**config.mk**
```make
export PLATFORM = sky130hd
export DESIGN_NAME = cnn_tile_scheduler_flat
export DESIGN_NICKNAME = d
export VERILOG_FILES = /design/src/rtl/cnn_sched_pkg.sv /design/src/rtl/cnn_tile_scheduler_if.sv /design/src/rtl/cnn_addr_accum.sv /design/src/rtl/cnn_tile_scheduler.sv /design/src/flat_wrapper.sv
export SDC_FILE = /design/constraint.sdc
export NUM_CORES = 1
export LEC_CHECK = 0
export CAP_MARGIN = 20
export CORE_ASPECT_RATIO = 0.7
export CORE_MARGIN = 2
export CORE_UTILIZATION = 42
export CTS_CLUSTER_SIZE = 28
export DETAILED_ROUTE_END_ITERATION = 8
export PLACE_DENSITY_LB_ADDON = 0.25
export SLEW_MARGIN = 25
export SYNTH_ARGS = -nofsm -noshare
export SYNTH_HDL_FRONTEND = slang
export SYNTH_HIERARCHICAL = 1
export SYNTH_SLANG_ARGS = --single-unit
```
**constraint.sdc**
```tcl
create_clock -name clk -period 8.78 [get_ports clk]
set_clock_uncertainty 0.2 [all_clocks]
set_input_delay 1.317 -clock clk [delete_from_list [all_inputs] [get_ports clk]]
set_output_delay 1.317 -clock clk [all_outputs]
set_load 0.02 [all_outputs]
```
**src/rtl/cnn_sched_pkg.sv**
```systemverilog
// Shared constants for the CNN tile scheduler and the data mover it drives.
// State encodings are fixed 3-bit values so they can be matched in debug dumps.
package cnn_sched_pkg;

  localparam int TILE_CNT_W_DEF   = 8;
  localparam int TIMEOUT_W_DEF    = 16;

  // Per-tile word footprints; the data mover uses the same layout.
  localparam int BRAM0_STRIDE_DEF = 7;
  localparam int BRAM1_STRIDE_DEF = 36;
  localparam int BRAM2_STRIDE_DEF = 16;

  localparam logic [2:0] ST_IDLE  = 3'd0;
  localparam logic [2:0] ST_ARM   = 3'd1;
  localparam logic [2:0] ST_ISSUE = 3'd2;
  localparam logic [2:0] ST_WAIT  = 3'd3;
  localparam logic [2:0] ST_NEXT  = 3'd4;
  localparam logic [2:0] ST_FIN   = 3'd5;
  localparam logic [2:0] ST_ERR   = 3'd6;

  typedef enum logic [2:0] {
    S_IDLE  = ST_IDLE,
    S_ARM   = ST_ARM,
    S_ISSUE = ST_ISSUE,
    S_WAIT  = ST_WAIT,
    S_NEXT  = ST_NEXT,
    S_FIN   = ST_FIN,
    S_ERR   = ST_ERR
  } sched_state_e;

endpackage

```
**src/rtl/cnn_tile_scheduler_if.sv**
```systemverilog
// Scheduler <-> data mover link: run/idle/done handshake plus per-tile bases.
// master = scheduler side, slave = data mover side.
interface cnn_tile_scheduler_if #(
  parameter int ADDR_WIDTH = 32,
  parameter int TILE_CNT_W = 8
);
  logic                  i_mv_idle;
  logic                  i_mv_done;
  logic                  o_mv_run;
  logic [ADDR_WIDTH-1:0] o_bram0_base;
  logic [ADDR_WIDTH-1:0] o_bram1_base;
  logic [ADDR_WIDTH-1:0] o_bram2_base;
  logic [TILE_CNT_W-1:0] o_tile_idx;

  modport master (
    input  i_mv_idle, i_mv_done,
    output o_mv_run, o_bram0_base, o_bram1_base, o_bram2_base, o_tile_idx
  );

  modport slave (
    output i_mv_idle, i_mv_done,
    input  o_mv_run, o_bram0_base, o_bram1_base, o_bram2_base, o_tile_idx
  );
endinterface

```
**src/rtl/cnn_addr_accum.sv**
```systemverilog
// Base-address accumulator: base = tile_idx * STRIDE built by repeated addition.
// Wraps modulo 2^ADDR_WIDTH.
module cnn_addr_accum #(
  parameter int          ADDR_WIDTH = 32,
  parameter int unsigned STRIDE     = 0
) (
  input  logic                  clk,
  input  logic                  reset,
  input  logic                  clr,
  input  logic                  add,
  output logic [ADDR_WIDTH-1:0] base
);
  always_ff @(posedge clk) begin
    if (reset || clr) base <= '0;
    else if (add)     base <= base + ADDR_WIDTH'(STRIDE);
  end
endmodule

```
**src/rtl/cnn_tile_scheduler.sv**
```systemverilog
// Walks the data mover through a batch of tiles: arm on idle, pulse run,
// wait for done (with watchdog), step the BRAM bases, repeat.
module cnn_tile_scheduler
  import cnn_sched_pkg::*;
#(
  parameter int ADDR_WIDTH   = 32,
  parameter int TILE_CNT_W   = TILE_CNT_W_DEF,
  parameter int BRAM0_STRIDE = BRAM0_STRIDE_DEF,
  parameter int BRAM1_STRIDE = BRAM1_STRIDE_DEF,
  parameter int BRAM2_STRIDE = BRAM2_STRIDE_DEF,
  parameter int TIMEOUT_W    = TIMEOUT_W_DEF
) (
  input  logic                  clk,
  input  logic                  reset,
  input  logic                  i_start,
  input  logic [TILE_CNT_W-1:0] i_num_tiles,
  input  logic                  i_reuse_weight,
  input  logic [TIMEOUT_W-1:0]  i_timeout_limit,
  input  logic                  i_abort,
  cnn_tile_scheduler_if.master  mv,
  output logic                  o_busy,
  output logic                  o_done,
  output logic                  o_err_timeout
);
  localparam int          NUM_BASE = 3;
  localparam int unsigned STRIDE [NUM_BASE] = '{BRAM0_STRIDE, BRAM1_STRIDE, BRAM2_STRIDE};

  typedef struct packed {
    logic [TILE_CNT_W-1:0] num_tiles;
    logic                  reuse;
    logic [TIMEOUT_W-1:0]  limit;
  } cfg_t;

  sched_state_e state, state_n;
  cfg_t                                cfg;
  logic [TILE_CNT_W-1:0]               tile_idx;
  logic [TIMEOUT_W-1:0]                wd_cnt;
  logic                                err;
  logic                                start_acc, last_tile, wd_hit, advance, run;
  logic [NUM_BASE-1:0][ADDR_WIDTH-1:0] base;

  assign start_acc = (state == S_IDLE) && i_start;
  assign last_tile = (tile_idx == cfg.num_tiles - TILE_CNT_W'(1));
  assign wd_hit    = (cfg.limit != '0) && (wd_cnt == cfg.limit - TIMEOUT_W'(1));
  // Abort wins over the step so an aborted batch keeps the bases of the tile it stopped on.
  assign advance   = (state == S_NEXT) && !last_tile && !i_abort;

  always_comb begin
    state_n = state;
    run     = 1'b0;
    o_busy  = 1'b1;
    o_done  = 1'b0;
    case (state)
      S_IDLE: begin
        o_busy = 1'b0;
        if (i_start) state_n = (i_num_tiles == '0) ? S_FIN : S_ARM;
      end
      S_ARM:   if (i_mv_idle_q()) state_n = S_ISSUE;
      S_ISSUE: begin
        run     = 1'b1;
        state_n = S_WAIT;
      end
      S_WAIT: begin
        if (mv.i_mv_done) state_n = S_NEXT;
        else if (wd_hit)  state_n = S_ERR;
      end
      S_NEXT:  state_n = last_tile ? S_FIN : S_ARM;
      S_FIN: begin
        o_done  = 1'b1;
        state_n = S_IDLE;
      end
      S_ERR:   state_n = S_ERR;
      default: state_n = S_IDLE;
    endcase
    // ERR is only left through abort; IDLE has nothing to abort.
    if (i_abort && state != S_IDLE) state_n = S_IDLE;
  end

  function automatic logic i_mv_idle_q();
    return mv.i_mv_idle;
  endfunction

  always_ff @(posedge clk) begin
    if (reset) begin
      state    <= S_IDLE;
      cfg      <= '0;
      tile_idx <= '0;
      wd_cnt   <= '0;
      err      <= 1'b0;
    end else begin
      state <= state_n;
      if (start_acc) begin
        cfg      <= '{num_tiles: i_num_tiles, reuse: i_reuse_weight, limit: i_timeout_limit};
        tile_idx <= '0;
        err      <= 1'b0;
      end
      if (advance) tile_idx <= tile_idx + TILE_CNT_W'(1);
      if (state == S_ISSUE)                      wd_cnt <= '0;
      else if (state == S_WAIT && !mv.i_mv_done) wd_cnt <= wd_cnt + TIMEOUT_W'(1);
      if (state == S_WAIT && !mv.i_mv_done && wd_hit && !i_abort) err <= 1'b1;
    end
  end

  for (genvar g = 0; g < NUM_BASE; g++) begin : g_base
    // Only the weight base (BRAM1) is frozen when weights are reused.
    localparam bit REUSE_GATED = (g == 1);
    cnn_addr_accum #(
      .ADDR_WIDTH (ADDR_WIDTH),
      .STRIDE     (STRIDE[g])
    ) u_acc (
      .clk   (clk),
      .reset (reset),
      .clr   (start_acc),
      .add   (advance && !(REUSE_GATED && cfg.reuse)),
      .base  (base[g])
    );
  end

  assign mv.o_mv_run     = run;
  assign mv.o_bram0_base = base[0];
  assign mv.o_bram1_base = base[1];
  assign mv.o_bram2_base = base[2];
  assign mv.o_tile_idx   = tile_idx;
  assign o_err_timeout   = err;

endmodule

```
**src/flat_wrapper.sv**
```systemverilog
// flat-port wrapper written by rule: the top's interface ports become plain ports
module cnn_tile_scheduler_flat import cnn_sched_pkg::*;
#(
  parameter int ADDR_WIDTH   = 32,
  parameter int TILE_CNT_W   = TILE_CNT_W_DEF,
  parameter int BRAM0_STRIDE = BRAM0_STRIDE_DEF,
  parameter int BRAM1_STRIDE = BRAM1_STRIDE_DEF,
  parameter int BRAM2_STRIDE = BRAM2_STRIDE_DEF,
  parameter int TIMEOUT_W    = TIMEOUT_W_DEF
)
  (clk, reset, i_start, i_num_tiles, i_reuse_weight, i_timeout_limit, i_abort, o_busy, o_done, o_err_timeout, mv_i_mv_idle, mv_i_mv_done, mv_o_mv_run, mv_o_bram0_base, mv_o_bram1_base, mv_o_bram2_base, mv_o_tile_idx);
  cnn_tile_scheduler_if #(.ADDR_WIDTH(ADDR_WIDTH), .TILE_CNT_W(TILE_CNT_W)) mv_i ();
  input  logic clk;
  input  logic reset;
  input  logic i_start;
  input  logic [TILE_CNT_W-1:0] i_num_tiles;
  input  logic i_reuse_weight;
  input  logic [TIMEOUT_W-1:0] i_timeout_limit;
  input  logic i_abort;
  output logic o_busy;
  output logic o_done;
  output logic o_err_timeout;
  input wire logic [$bits(mv_i.i_mv_idle)-1:0] mv_i_mv_idle;
  input wire logic [$bits(mv_i.i_mv_done)-1:0] mv_i_mv_done;
  output wire logic [$bits(mv_i.o_mv_run)-1:0] mv_o_mv_run;
  output wire logic [$bits(mv_i.o_bram0_base)-1:0] mv_o_bram0_base;
  output wire logic [$bits(mv_i.o_bram1_base)-1:0] mv_o_bram1_base;
  output wire logic [$bits(mv_i.o_bram2_base)-1:0] mv_o_bram2_base;
  output wire logic [$bits(mv_i.o_tile_idx)-1:0] mv_o_tile_idx;
  assign mv_i.i_mv_idle = mv_i_mv_idle;
  assign mv_i.i_mv_done = mv_i_mv_done;
  assign mv_o_mv_run = mv_i.o_mv_run;
  assign mv_o_bram0_base = mv_i.o_bram0_base;
  assign mv_o_bram1_base = mv_i.o_bram1_base;
  assign mv_o_bram2_base = mv_i.o_bram2_base;
  assign mv_o_tile_idx = mv_i.o_tile_idx;
  cnn_tile_scheduler #(.ADDR_WIDTH(ADDR_WIDTH), .TILE_CNT_W(TILE_CNT_W), .BRAM0_STRIDE(BRAM0_STRIDE), .BRAM1_STRIDE(BRAM1_STRIDE), .BRAM2_STRIDE(BRAM2_STRIDE), .TIMEOUT_W(TIMEOUT_W)) u_core (.clk(clk), .reset(reset), .i_start(i_start), .i_num_tiles(i_num_tiles), .i_reuse_weight(i_reuse_weight), .i_timeout_limit(i_timeout_limit), .i_abort(i_abort), .mv(mv_i), .o_busy(o_busy), .o_done(o_done), .o_err_timeout(o_err_timeout));
endmodule
```
==> impl_metrics.csv <==
group,metric,value,unit
worst_setup_path,timing_worst_setup_path_type,"in2reg",
sta,grt_setup_unrepaired,"no",
synth,synth_cell_type_count,74,
floorplan,core_region_area,17950,um2
grt,grt_antenna_before_repair,0,
sta,timing_worst_slew_pin_value,0.8956,ns
hold_path,min-delay-start,"u_core/g_base[1].u_acc/base[31]",
hold_path,worst_hold_path.num_cells,2,
worst_setup_path,crit_path_cell_trace,"clkdlybuf4s50_1 > nor3_1 > nand2_1 > inv_1 > and4_1 > nand4_2 > or4_1 > a21oi_1",
power,p_int,1205,uW
grt,first_global_vias,6081,
worst_setup_path,depth_of_the_most_critical_reg_to_reg_path,12,
synth,synth_edf_count,0,
worst_setup_path,critPathMaxFanout,16,
drt,dr_total_vias,7112,
sta,post-route-min-period,4.688,ns
final_layout,syn_to_final_growth,25.41,%
clock_network,clk_transition_reported_paths,0.06,ns
clock_network,ctsRootBufferMaster,"clkbuf_16",
sta,final.period_utilization,53.39,%
worst_setup_path,required,8.92,ns
drt,detail_route.wl_per_cell,15.10,um
hold_path,holdPathEnd,"u_core/g_base[1].u_acc/base[31]",
drt,drt.antenna.violating_nets,0,
grt,overflow,0,
power,p_switching,387.9,uW
synth,ys_seq_elements,143,
synth,synth_cells,928,
power,ir_worst_vdd,0.08669,mV
grt,grt_first_pass_wirelength,30.93,mm
drt,first_pass_iters,5,
floorplan,die_height,117.1,um
placed_design,dp_slack,3.708,ns
worst_setup_path,worst_r2r_endpoint,"u_core/g_base[2].u_acc/base[31]",
worst_setup_path,cp_slowest_stage_delay,0.78,ns
clock_network,hold_buffers,0,
placed_design,gp_congestion,0.8208,
drt,initialDrtViolationCount,580,
synth,ys.flop_type,"dfxtp_1",
worst_setup_path,reg2reg_from,"u_core/cfg[17]",
sta,timing_max_transition_violations_final,0,
grt,grt_usage,19.84,%
flow_run,maxCapViolCount,0,
clock_network,cts_tree,"yes",
drt,drc,0,
clock_network,cts_setup_buffers,0,
power,power.share.sequential,42.5,%
placed_design,buffer_ports.inserted,132,
worst_setup_path,critPathCaptureType,"flop",
power,pwr-share-clk,47.5,%
sta,totalNegativeSetupSlack,0,ns
sta,finalHoldViolCount,0,
synth,post_synth.cell_area_avg,8.266,um2
worst_setup_path,timing.reg2reg.setup_slack,4.57,ns
power,sw_frac_of_total,24.34,%
drt,routed_via_density,5.578,
floorplan,die_area,19380,um2
run_status,outcome,"finished, final reports clean",
synth,post_synth_instance_area,7671,um2
worst_setup_path,worst_setup_path_start_kind,"primary input",
sta,slew-limit-headroom,40.30,%
final_layout,antenna_cells,0,
placed_design,placed_wire_length_estimate,13.58,mm
final_layout,drive_gt1_share,6.064,%
floorplan,num_io_pins,139,
hold_path,min_path_type,"reg2reg",
floorplan,row_cnt,41,
clock_network,clock_tree.buffer_depth,2,
synth,sequential_to_total_area_share_from_yosys_stat,37.32,%
drt,drt-total-wl,19.25,mm
floorplan,floorplan.initialDensity,42.72,%
power,comb_power_share,10.0,%
final_layout,design.final.nets,1066,
clock_network,cts_resized,0,
final_layout,final_core_util,53.58,%
worst_setup_path,cp_data_arrival_time,4.83,ns
synth,yosysWarningCount,6,
sta,fmax,213.3,MHz
power,power_per_cell_area,165.6,nW/um2
worst_setup_path,slowest_stage_cell_crit_path,"nor3_1",
sta,setup_ws,4.092,ns
clock_network,cts-buffers-inserted,17,
clock_network,clock_latency_on_the_worst_skew_pair,0.42,ns
grt,largest_net_degree_at_the_start_of_global_routing,52,
floorplan,die_w,165.5,um
power,power.leakage,0.003198,uW
clock_network,clock-sinks,143,
synth,synthArstFlopShare,0,%
clock_network,cts_htree_levels,4,
sta,setup-violations-final,0,
through the flow:
step	total power [uW]	hold slack (ns)	instances	cell area, um2
after floorplan	806.4	0.2367	932	7686
after global placement	844.6	0.2551	1244	9005
after detailed placement	847.0	0.2621	1244	9007
after CTS	1610	0.2769	1275	9620
after global routing	1657	0.3057	1275	9620
final	1593	0.2774	1275	9620
state kept, by name, summed over array words and instances, names as in the netlist:
name                      flops
u_core/cfg                   25
u_core/g_base.u_acc/base     90
u_core/mv.o_tile_idx          8
u_core/o_err_timeout          1
u_core/state                  3
u_core/wd_cnt                16
power groups by stage:
| stage | Clock, uW | Sequential, uW | Combinational, uW |
|---|---|---|---|
| after floorplan | 0 | 682 | 124 |
| after global placement | 0 | 690 | 154 |
| after detailed placement | 0 | 691 | 156 |
| after CTS | 775 | 676 | 158 |
| after global routing | 803 | 678 | 175 |
| final | 758 | 677 | 159 |
cell families after synthesis:
kind of cell               count (synthesis)  synth area share, %
other                                      2              0.09790
adders and majority gates                  8                1.305
xor gates and xnor gates                  74                8.449
AOI/OAI and AO/OA                        196                16.62
and+or+nand+nor                          419                30.09
buffers and inverters                     77                4.942
muxes                                      9                1.174
DFF                                      143                37.32
cell type report:
class / instances / area, um2
Inverter: 19 / 71.32
Tap cell: 236 / 295.3
Clock buffer: 21 / 450.4
Multi-Input combinational cell: 712 / 4447
Timing Repair Buffer: 134 / 1331
Clock inverter: 10 / 162.7
Sequential cell: 143 / 2863
Fill cell: 1687 / 8334
worst max-delay path: cells and delay by family:
family | cells | cell delay, ns
buffers and inverters | 2 | 0.99
and+or+nand+nor | 5 | 2.36
AOI/OAI and AO/OA | 1 | 0.15
layer usage:
metal / global-route usage, % / up-vias / routed length, um
li1: - / 3576 / -
met1: 30.31 / 3310 / 10110
met2: 27.47 / 214 / 7815
met3: 4.863 / 12 / 1122
met4: 5.230 / 0 / 204
met5: 0 / - / 0
cell usage in the layout, fill, tap and decap left out, types with 4 or more instances in the layout:
cell / count
dfxtp_1: 143
clkdlybuf4s50_1: 131
nand2_1: 96
a21oi_1: 83
nor2_1: 73
xor2_1: 48
nand3_1: 45
nand4_1: 33
or3_1: 28
xnor2_1: 26
o31ai_1: 26
or4_1: 25
o21ai_0: 22
inv_1: 18
clkbuf_16: 17
and2_1: 15
and4_1: 15
nor3_1: 13
nor4_1: 13
and3_1: 12
o211ai_1: 12
nand2b_1: 10
or2_2: 9
mux2i_1: 9
nor2b_1: 8
ha_1: 8
a211oi_1: 6
o41ai_1: 6
conb_1: 6
o21a_1: 5
bufinv_16: 4
a31o_2: 4
synthesized netlist by cell type, types with 13 or more instances:
cell	n	area share, %
nand2_1	97	4.7
or3_1	28	2.3
nor2_1	73	3.6
clkbuf_1	27	1.3
dfxtp_1	143	37
and2_1	15	1.2
xnor2_1	26	3.0
o21ai_0	22	1.4
nand3_1	45	2.9
xor2_1	48	5.5
nor3_1	13	0.85
and4_1	15	1.7
o31ai_1	26	2.5
inv_1	18	0.88
nor4_1	13	1.1
a21oi_1	83	5.4
or4_1	25	2.4
nand4_1	33	2.7
worst max-delay path by stage:
stage                                 endpoint  startpoint  slack, ns
6_report       u_core/g_base[2].u_acc/base[31]     i_abort       4.09
5_1_grt        u_core/g_base[1].u_acc/base[26]     i_abort       3.81
4_1_cts        u_core/g_base[0].u_acc/base[21]     i_abort       4.16
3_5_place_dp   u_core/g_base[0].u_acc/base[21]     i_abort       3.71
3_3_place_gp   u_core/g_base[0].u_acc/base[21]     i_abort       3.77
2_1_floorplan  u_core/g_base[1].u_acc/base[28]     i_abort       5.10
Note: power is estimated with default switching activity, not from simulation.
